<file path="src/rtl/tipi_link_seq.sv">
// tipi_link_seq: sequencer for the TIPI serial register link (TD/TC reads, RD/RC writes, 8 bits MSB first)
//   req/req_rt/req_cd/wr_data : transaction request, sampled in IDLE only
//   busy/done/rd_data         : status, one-cycle done pulse, last read byte
//   r_clk/r_le/r_rt/r_cd      : registered link control pins
//   r_dout/r_din              : serial data to / from the CPLD shift registers
module tipi_link_seq #(
  parameter int HALF = 2
) (
  input  logic       clk,
  input  logic       reset_n,
  input  logic       req,
  input  logic       req_rt,
  input  logic       req_cd,
  input  logic [7:0] wr_data,
  output logic       busy,
  output logic       done,
  output logic [7:0] rd_data,
  output logic       r_clk,
  output logic       r_le,
  output logic       r_rt,
  output logic       r_cd,
  output logic       r_dout,
  input  logic       r_din
);
  typedef enum logic [2:0] {IDLE, SETUP, LOAD_LO, LOAD_HI, BIT_LO, BIT_HI, LATCH, DONE} state_t;
  state_t     state_q, state_d;
  logic [7:0] div_q, div_d, wd_q, wd_d, sh_q, sh_d, rd_q, rd_d;
  logic [3:0] bit_q, bit_d;
  logic       rt_q, rt_d, cd_q, cd_d;
  logic       busy_q, busy_d, done_q, done_d, clk_q, clk_d, le_q, le_d, dout_q, dout_d;
  logic       fin;
  assign fin = div_q == 8'(HALF - 1);
  always_comb begin
    state_d = state_q;
    bit_d   = bit_q;
    rt_d    = rt_q;
    cd_d    = cd_q;
    wd_d    = wd_q;
    sh_d    = sh_q;
    rd_d    = rd_q;
    case (state_q)
      IDLE:    if (req) begin
                 state_d = SETUP;
                 rt_d    = req_rt;
                 cd_d    = req_cd;
                 wd_d    = wr_data;
                 bit_d   = '0;
               end
      SETUP:   if (fin) state_d = rt_q ? LOAD_LO : BIT_LO;
      LOAD_LO: if (fin) state_d = LOAD_HI;
      LOAD_HI: if (fin) state_d = BIT_LO;
      // TI-side data is stable while r_clk is low; take it just before the rising edge
      BIT_LO:  if (fin) begin
                 state_d = BIT_HI;
                 if (rt_q) sh_d[~bit_q[2:0]] = r_din;
               end
      BIT_HI:  if (fin) begin
                 if (bit_q == 4'd7) begin
                   state_d = rt_q ? DONE : LATCH;
                   if (rt_q) rd_d = sh_q;
                 end else begin
                   state_d = BIT_LO;
                   bit_d   = bit_q + 4'd1;
                 end
               end
      LATCH:   if (fin) state_d = DONE;
      DONE:    state_d = IDLE;
      default: state_d = IDLE;
    endcase
    div_d  = (fin || state_q == IDLE || state_q == DONE) ? '0 : div_q + 8'd1;
    // pin levels are decoded from the next state so every pin comes straight off a flop
    busy_d = state_d != IDLE && state_d != DONE;
    done_d = state_d == DONE;
    clk_d  = state_d == LOAD_HI || state_d == BIT_HI;
    le_d   = state_d == LOAD_LO || state_d == LOAD_HI || state_d == LATCH;
    dout_d = !rt_d && (state_d == BIT_LO || state_d == BIT_HI) && wd_d[~bit_d[2:0]];
  end
  always_ff @(posedge clk or negedge reset_n) begin
    if (!reset_n) begin
      state_q <= IDLE;
      div_q   <= '0;
      bit_q   <= '0;
      wd_q    <= '0;
      sh_q    <= '0;
      rd_q    <= '0;
      rt_q    <= 1'b0;
      cd_q    <= 1'b0;
      busy_q  <= 1'b0;
      done_q  <= 1'b0;
      clk_q   <= 1'b0;
      le_q    <= 1'b0;
      dout_q  <= 1'b0;
    end else begin
      state_q <= state_d;
      div_q   <= div_d;
      bit_q   <= bit_d;
      wd_q    <= wd_d;
      sh_q    <= sh_d;
      rd_q    <= rd_d;
      rt_q    <= rt_d;
      cd_q    <= cd_d;
      busy_q  <= busy_d;
      done_q  <= done_d;
      clk_q   <= clk_d;
      le_q    <= le_d;
      dout_q  <= dout_d;
    end
  end
  assign busy    = busy_q;
  assign done    = done_q;
  assign rd_data = rd_q;
  assign r_clk   = clk_q;
  assign r_le    = le_q;
  assign r_rt    = rt_q;
  assign r_cd    = cd_q;
  assign r_dout  = dout_q;
endmodule

</file>
<file path="config.mk">
export PLATFORM = sky130hd
export DESIGN_NAME = tipi_link_seq
export DESIGN_NICKNAME = d
export VERILOG_FILES = /design/src/rtl/tipi_link_seq.sv
export SDC_FILE = /design/constraint.sdc
export NUM_CORES = 1
export LEC_CHECK = 0
export BUFFER_PORTS_ARGS = -buffer_cell sky130_fd_sc_hd__buf_4
export CORE_AREA = 2 2 65 67
export CTS_BUF_LIST = sky130_fd_sc_hd__clkbuf_8
export CTS_CLUSTER_DIAMETER = 150
export CTS_CLUSTER_SIZE = 20
export DETAILED_ROUTE_END_ITERATION = 12
export DIE_AREA = 0 0 67 69
export PLACE_DENSITY = 0.86
export REMOVE_ABC_BUFFERS = 1
export SYNTH_ARGS = -nofsm -noshare
export SYNTH_HDL_FRONTEND = slang
export SYNTH_SLANG_ARGS = --single-unit
export TNS_END_PERCENT = 1
</file>
<file path="constraint.sdc">
create_clock -name clk -period 2.65 [get_ports clk]
set_input_delay 0.265 -clock clk [delete_from_list [all_inputs] [get_ports clk]]
set_output_delay 0.265 -clock clk [all_outputs]
set_load 0.05 [all_outputs]
</file>
Yosys cells after proc, flatten, opt, wreduce, memory -nomap -nowiden
Cells that the tools add are included.
{"block": "classes", "addsub": 2, "order_cmp": 3, "eq_ne": 19, "n_mux": 25, "bitwise": 2, "n_reduce_logical": 18}
{"operator": "3-bit == test, second input constant", "n": 8}
{"operator": "3-bit two-way mux", "n": 8}
{"operator": "8-bit two-way mux", "n": 3}
{"operator": "3-bit one-hot mux with 8 select lines", "n": 1}
{"operator": "3-bit by 2-bit == test with 1-bit output, second input constant", "n": 4}
{"operator": "4-bit two-way mux", "n": 3}
{"operator": "8-bit by 1-bit adder with 8-bit output, second input constant", "n": 1}
{"operator": "8-bit bitwise mux", "n": 1}
{"operator": "8-bit by 1-bit == test with 1-bit output, second input constant", "n": 1}
{"operator": "3-bit by 4-bit < comparator with 1-bit output, second input constant", "n": 2}
{"operator": "4-bit one-hot mux with 2 select lines", "n": 1}
{"operator": "4-bit AND reduction", "n": 2}
{"operator": "1-bit logical OR", "n": 6}
{"operator": "2-bit inequality test, second input constant", "n": 3}
{"operator": "3-bit NOT", "n": 2}
{"operator": "1-bit two-way mux", "n": 5}
{"operator": "4-bit by 1-bit adder with 4-bit output, second input constant", "n": 1}
{"operator": "4-bit by 3-bit == test with 1-bit output, second input constant", "n": 1}
{"operator": "1-bit logical AND", "n": 4}
{"operator": "1-bit binary-select mux with 3-bit select", "n": 1}
{"operator": "1-bit demux with 3-bit select", "n": 1}
{"operator": "3-bit by 1-bit == test with 1-bit output, second input constant", "n": 1}
{"operator": "3-bit by 1-bit >= comparator with 1-bit output, second input constant", "n": 1}
{"operator": "3-bit zero test", "n": 1}
{"operator": "7 further kinds", "n": 7}
{"block": "totals", "reg_bits": 46, "input_bits": 14, "output_inout_bits": 15, "elab_cells": 83}

Depth between registers and ports, before layout
{"block": "logic_depth", "ltp_word": 8, "depth_mapped": 9}

Worst setup path after synthesis
Ideal clock, no wire load.
{"block": "synth_path", "path_kind": "register to register", "start": "register div_q[4]", "end": "register dout_q (netlist: r_dout)", "setup_time_ns": 0.129, "t_arrival_ns": 1.968, "required_time_ns": 2.521, "path_slack_ns": 0.552, "stages_incl_launch_ff": 7, "path_buffers": 0, "cell_sequence": "dfrtp_1 > nor4_2 > nand4_2 > mux2i_4 > mux2i_1 > nor3_1 > o41a_1"}
{"block": "synth_via", "elab_chain_len": 7, "elab_cells_between_ends": 18, "classes_between": "eq/ne: 3; mux: 11; bitwise: 1; reduce/logical: 3"}
{"item": "start: declaration", "line_no": "27", "rtl": "logic [7:0] div_q, div_d, wd_q, wd_d, sh_q, sh_d, rd_q, rd_d;"}
{"item": "start signal: assignment", "line_no": "95", "rtl": "div_q <= div_d;"}
{"item": "8-bit by 1-bit == test with 1-bit output *", "line_no": "32", "rtl": "assign fin = div_q == 8'(HALF - 1);"}
{"item": "4-bit two-way mux (tied with other cells)", "line_no": "57", "rtl": "BIT_HI: if (fin) begin"}
{"item": "4-bit one-hot mux with 2 select lines or 3-bit one-hot mux with 8 select lines (tied branches)", "line_no": "41", "rtl": "case (state_q)"}
{"item": "3-bit NOT or 3-bit == test (tied branches)", "line_no": "76", "rtl": "dout_d = !rt_d && (state_d == BIT_LO || state_d == BIT_HI) && wd_d[~bit_d[2:0]];"}
{"item": "1-bit binary-select mux with 3-bit select or 1-bit logical OR (tied branches)", "line_no": "76"}
{"item": "1-bit two-way mux (implied by the code) or 1-bit logical AND (tied branches)", "line_no": "76"}
{"item": "1-bit logical AND *", "line_no": "76"}
{"item": "via dout_d", "line_no": "30", "rtl": "logic busy_q, busy_d, done_q, done_d, clk_q, clk_d, le_q, le_d, dout_q, dout_d;"}
{"item": "end signal: assignment", "line_no": "106", "rtl": "dout_q <= dout_d;"}
{"item": "end: declaration", "line_no": "30"}
The timed path passes the listed nets; every way through them passes the cells marked *. The select of a mux whose other input is x is not followed.
A chain may end at the register's enable or synchronous reset.

Final worst setup path
{"block": "layout_path", "start": "register div_q[5]", "end": "register dout_q (netlist: r_dout)"}
Same word-level chain as after synthesis.

==> impl_metrics.csv <==
group,metric,value,unit
placement,gp_congestion,0.856,
die,die_area,4620,um2
yosys,synth_top_area_share,0.519,
yosys,synthTopCellsByCount,"46 x dfrtp_1, 17 x mux2_2, 17 x nor2_1, 13 x nand2_1",
sta,drv_slew,0,
routing,routed_wl,3.94,mm
cells_and_area,multi_input_area,1010,um2
cells_and_area,fill_cells,307,
run,drv_cap,0,
setup_path,rr_endpoint,"r_dout",
routing,vias_per_cell,5.57,
pwr,leakagePower,1.24,nW
sta,hold_viol,0,
sta,setup_viol,0,
cells_and_area,syn_to_final_growth,16.9,%
clocking,clk_latency,0.30,ns
clocking,path_clk_slew,0.08,ns
die,die_h,69,um
clocking,cts_setup_buffers,0,
pwr,power,2.88,mW
global_route,grt.overflow.total,0,
setup_path,r2r_slack,0.29,ns
routing,vias,1509,
clocking,cts_tree,"yes",
cells_and_area,n_antenna_cell,0,
clocking,ctsResizeCount,0,
sta,rsz0062_at_grt,"no",
setup_path,cp.required,2.83,ns
cells_and_area,final_cells,271,
die,start_util,0.566,
yosys,synth_cell_types,49,
sta,fin_setup_tns,0,ns
sta,slew_headroom,0.631,
clocking,numCtsBuffers,5,
routing,dr.pass1.iters,4,
sta,worst_pin_slew,0.553,ns
worst_hold_path,worstHoldPathType,"primary input to register",
placement,place_inst,263,
clocking,cts-root-buf,"clkbuf_8",
setup_path,worstPathMaxFanout,5,
sta,hold_ws,0.157,ns
global_route,grt_pass1_vias,1502,
setup_path,crit_path_end_kind,"register",
yosys,yosysWarningCount,0,
cells_and_area,final_layout_size_suffix_gt1_frac,0.303,
setup_path,rr_worst_depth,6,
placement,io_buffers,28,
die,coreArea,3910,um2
cells_and_area,final_nets,238,
worst_hold_path,hold_end,"r_cd",
clocking,htree_levels,2,
yosys,synth_seq_cells,46,
routing,detail-route-antenna-nets,0,
yosys,synth_ff_type,"dfrtp_1",
setup_path,r2r-start,"div_q[5]",
setup_path,cp-start-kind,"register",
sta,max_freq,0.424,GHz
clocking,clkSinkCount,46,
routing,detailedRoute.firstIterationViolations,77,
yosys,synth.most_common_cell,"dfrtp_1",
sta,fin_crit,2.36,ns
global_route,antenna_found_initial,0,
setup_path,path_class,"register to register",
global_route,grt_max_degree,47,
clocking,clk_path_buf_depth,2,
yosys,ys_async_sr_fraction,1.00,
routing,drc,0,
yosys,yosys-top-cells-area,"dfrtp_1 52%, mux2_2 8.6%, mux2_1 3.6%",
worst_hold_path,worstHoldStart,"req_cd",
yosys,synth_area_leader_cell,"dfrtp_1",
sta,post-route-period-util,0.889,
die,rows,23,
cells_and_area,seq_area,1150,um2
pwr,power.density,1110,nW/um2
yosys,seq_area_frac_synth,0.519,
die,ios,29,
yosys,synth_enable_flop_cells,0,
status,status,"complete, no violations",
placement,dp_hpwl,2.78,mm
routing,routedWlPerCell,14.5,um
cells_and_area,utilization,0.662,
global_route,grt_first_pass_wirelength,6.70,mm
setup_path,arrival,2.54,ns
clocking,cts_hold_buf,1,
yosys,synthesis.area,2220,um2
yosys,syn_inst,191,
global_route,grt.total_usage,0.186,
die,die_w,67,um
sta,finClkSkew,0.0123,ns
pwr,ir_drop,0.677,mV
worst_hold_path,whs_path_depth,3,
yosys,avgSynthCellArea,11.6,um2
## power breakdown
part / switching [mW] / internal (mW) / total, mW / leakage, nW
registers: 0.202 / 0.938 / 1.14 / 0.585
logic: 0.712 / 0.504 / 1.22 / 0.598
clock network: 0.222 / 0.302 / 0.524 / 0.0573
total: 1.14 / 1.74 / 2.88 / 1.24
## sequential cells by signal, indices dropped and copies added, names as in the netlist, 3 cells and up
register	flops
sh_q	8
state_q	3
bit_q	4
wd_q	8
div_q	8
rd_data	8
## kinds of logic after synthesis
group | share of synthesized area
xor gates and xnor gates | 0.0277
AOI/OAI and AO/OA | 0.0564
and+or+nand+nor | 0.200
adders and majority gates | 0.0169
DFF | 0.519
buffers and inverters | 0.0254
muxes | 0.155
## critical path: stages, from the launching register on
cell and delay (ns):
dfrtp_1 0.45, nor4_2 0.51, nand4_2 0.24, mux2i_4 0.33
mux2i_1 0.23, nor3_1 0.07, o41a_1 0.41
## worst max path at each step
stage                     depth (start not counted)  slack [ns]  endpoint  startpoint
final                                             6        0.29    r_dout    div_q[5]
after global routing                              6        0.13   sh_q[5]    div_q[5]
after CTS                                         6        0.30    r_dout    div_q[5]
after detailed placement                          8        0.33    r_dout    div_q[1]
after global placement                            8        0.40    r_dout    div_q[1]
after floorplan                                   6        0.14    r_dout  state_q[2]
## cell type report
class | count | share of cell area
Sequential cell | 46 | 0.444
Multi-Input combinational cell | 131 | 0.390
Timing Repair Buffer | 30 | 0.0879
Clock buffer | 6 | 0.0319
Tap cell | 50 | 0.0241
Clock inverter | 1 | 0.0116
Inverter | 7 | 0.0106
## cell usage in the layout, fill, tap and decap left out, types with 2 or more instances in the layout
| master | netlist | layout |
|---|---|---|
| xnor2_1 | 2 | 2 |
| a211oi_2 | 2 | 2 |
| ha_1 | 3 | 3 |
| and3b_1 | 2 | 2 |
| nor2b_1 | 2 | 2 |
| nand3_1 | 7 | 7 |
| nor2_1 | 17 | 17 |
| buf_4 | 0 | 29 |
| nand2_1 | 13 | 13 |
| and3_1 | 5 | 5 |
| mux2_1 | 7 | 7 |
| nor3b_1 | 3 | 3 |
| or4_4 | 2 | 2 |
| nor3_1 | 7 | 7 |
| mux2i_1 | 5 | 5 |
| or3_1 | 2 | 2 |
| inv_1 | 5 | 5 |
| dfrtp_1 | 46 | 46 |
| and4_1 | 2 | 2 |
| xor2_1 | 5 | 5 |
| o21ai_1 | 2 | 2 |
| clkbuf_8 | 0 | 6 |
| nand3b_1 | 3 | 3 |
| mux2_2 | 17 | 17 |
## layer usage
metal / global-route usage / share of wire / up-vias
li1: - / - / 735
met1: 0.251 / 0.46 / 732
met2: 0.286 / 0.48 / 35
met3: 0.0522 / 0.040 / 7
met4: 0.0658 / 0.016 / 0
met5: 0 / 0 / -
## metrics by stage
stage          setup WS, ns  area (um2)
2_1_floorplan         0.136        2190
5_1_grt               0.131        2590
3_3_place_gp          0.396        2470
4_1_cts               0.299        2590
3_5_place_dp          0.331        2470
6_report              0.294        2590
(Power assumes the default switching activity.)
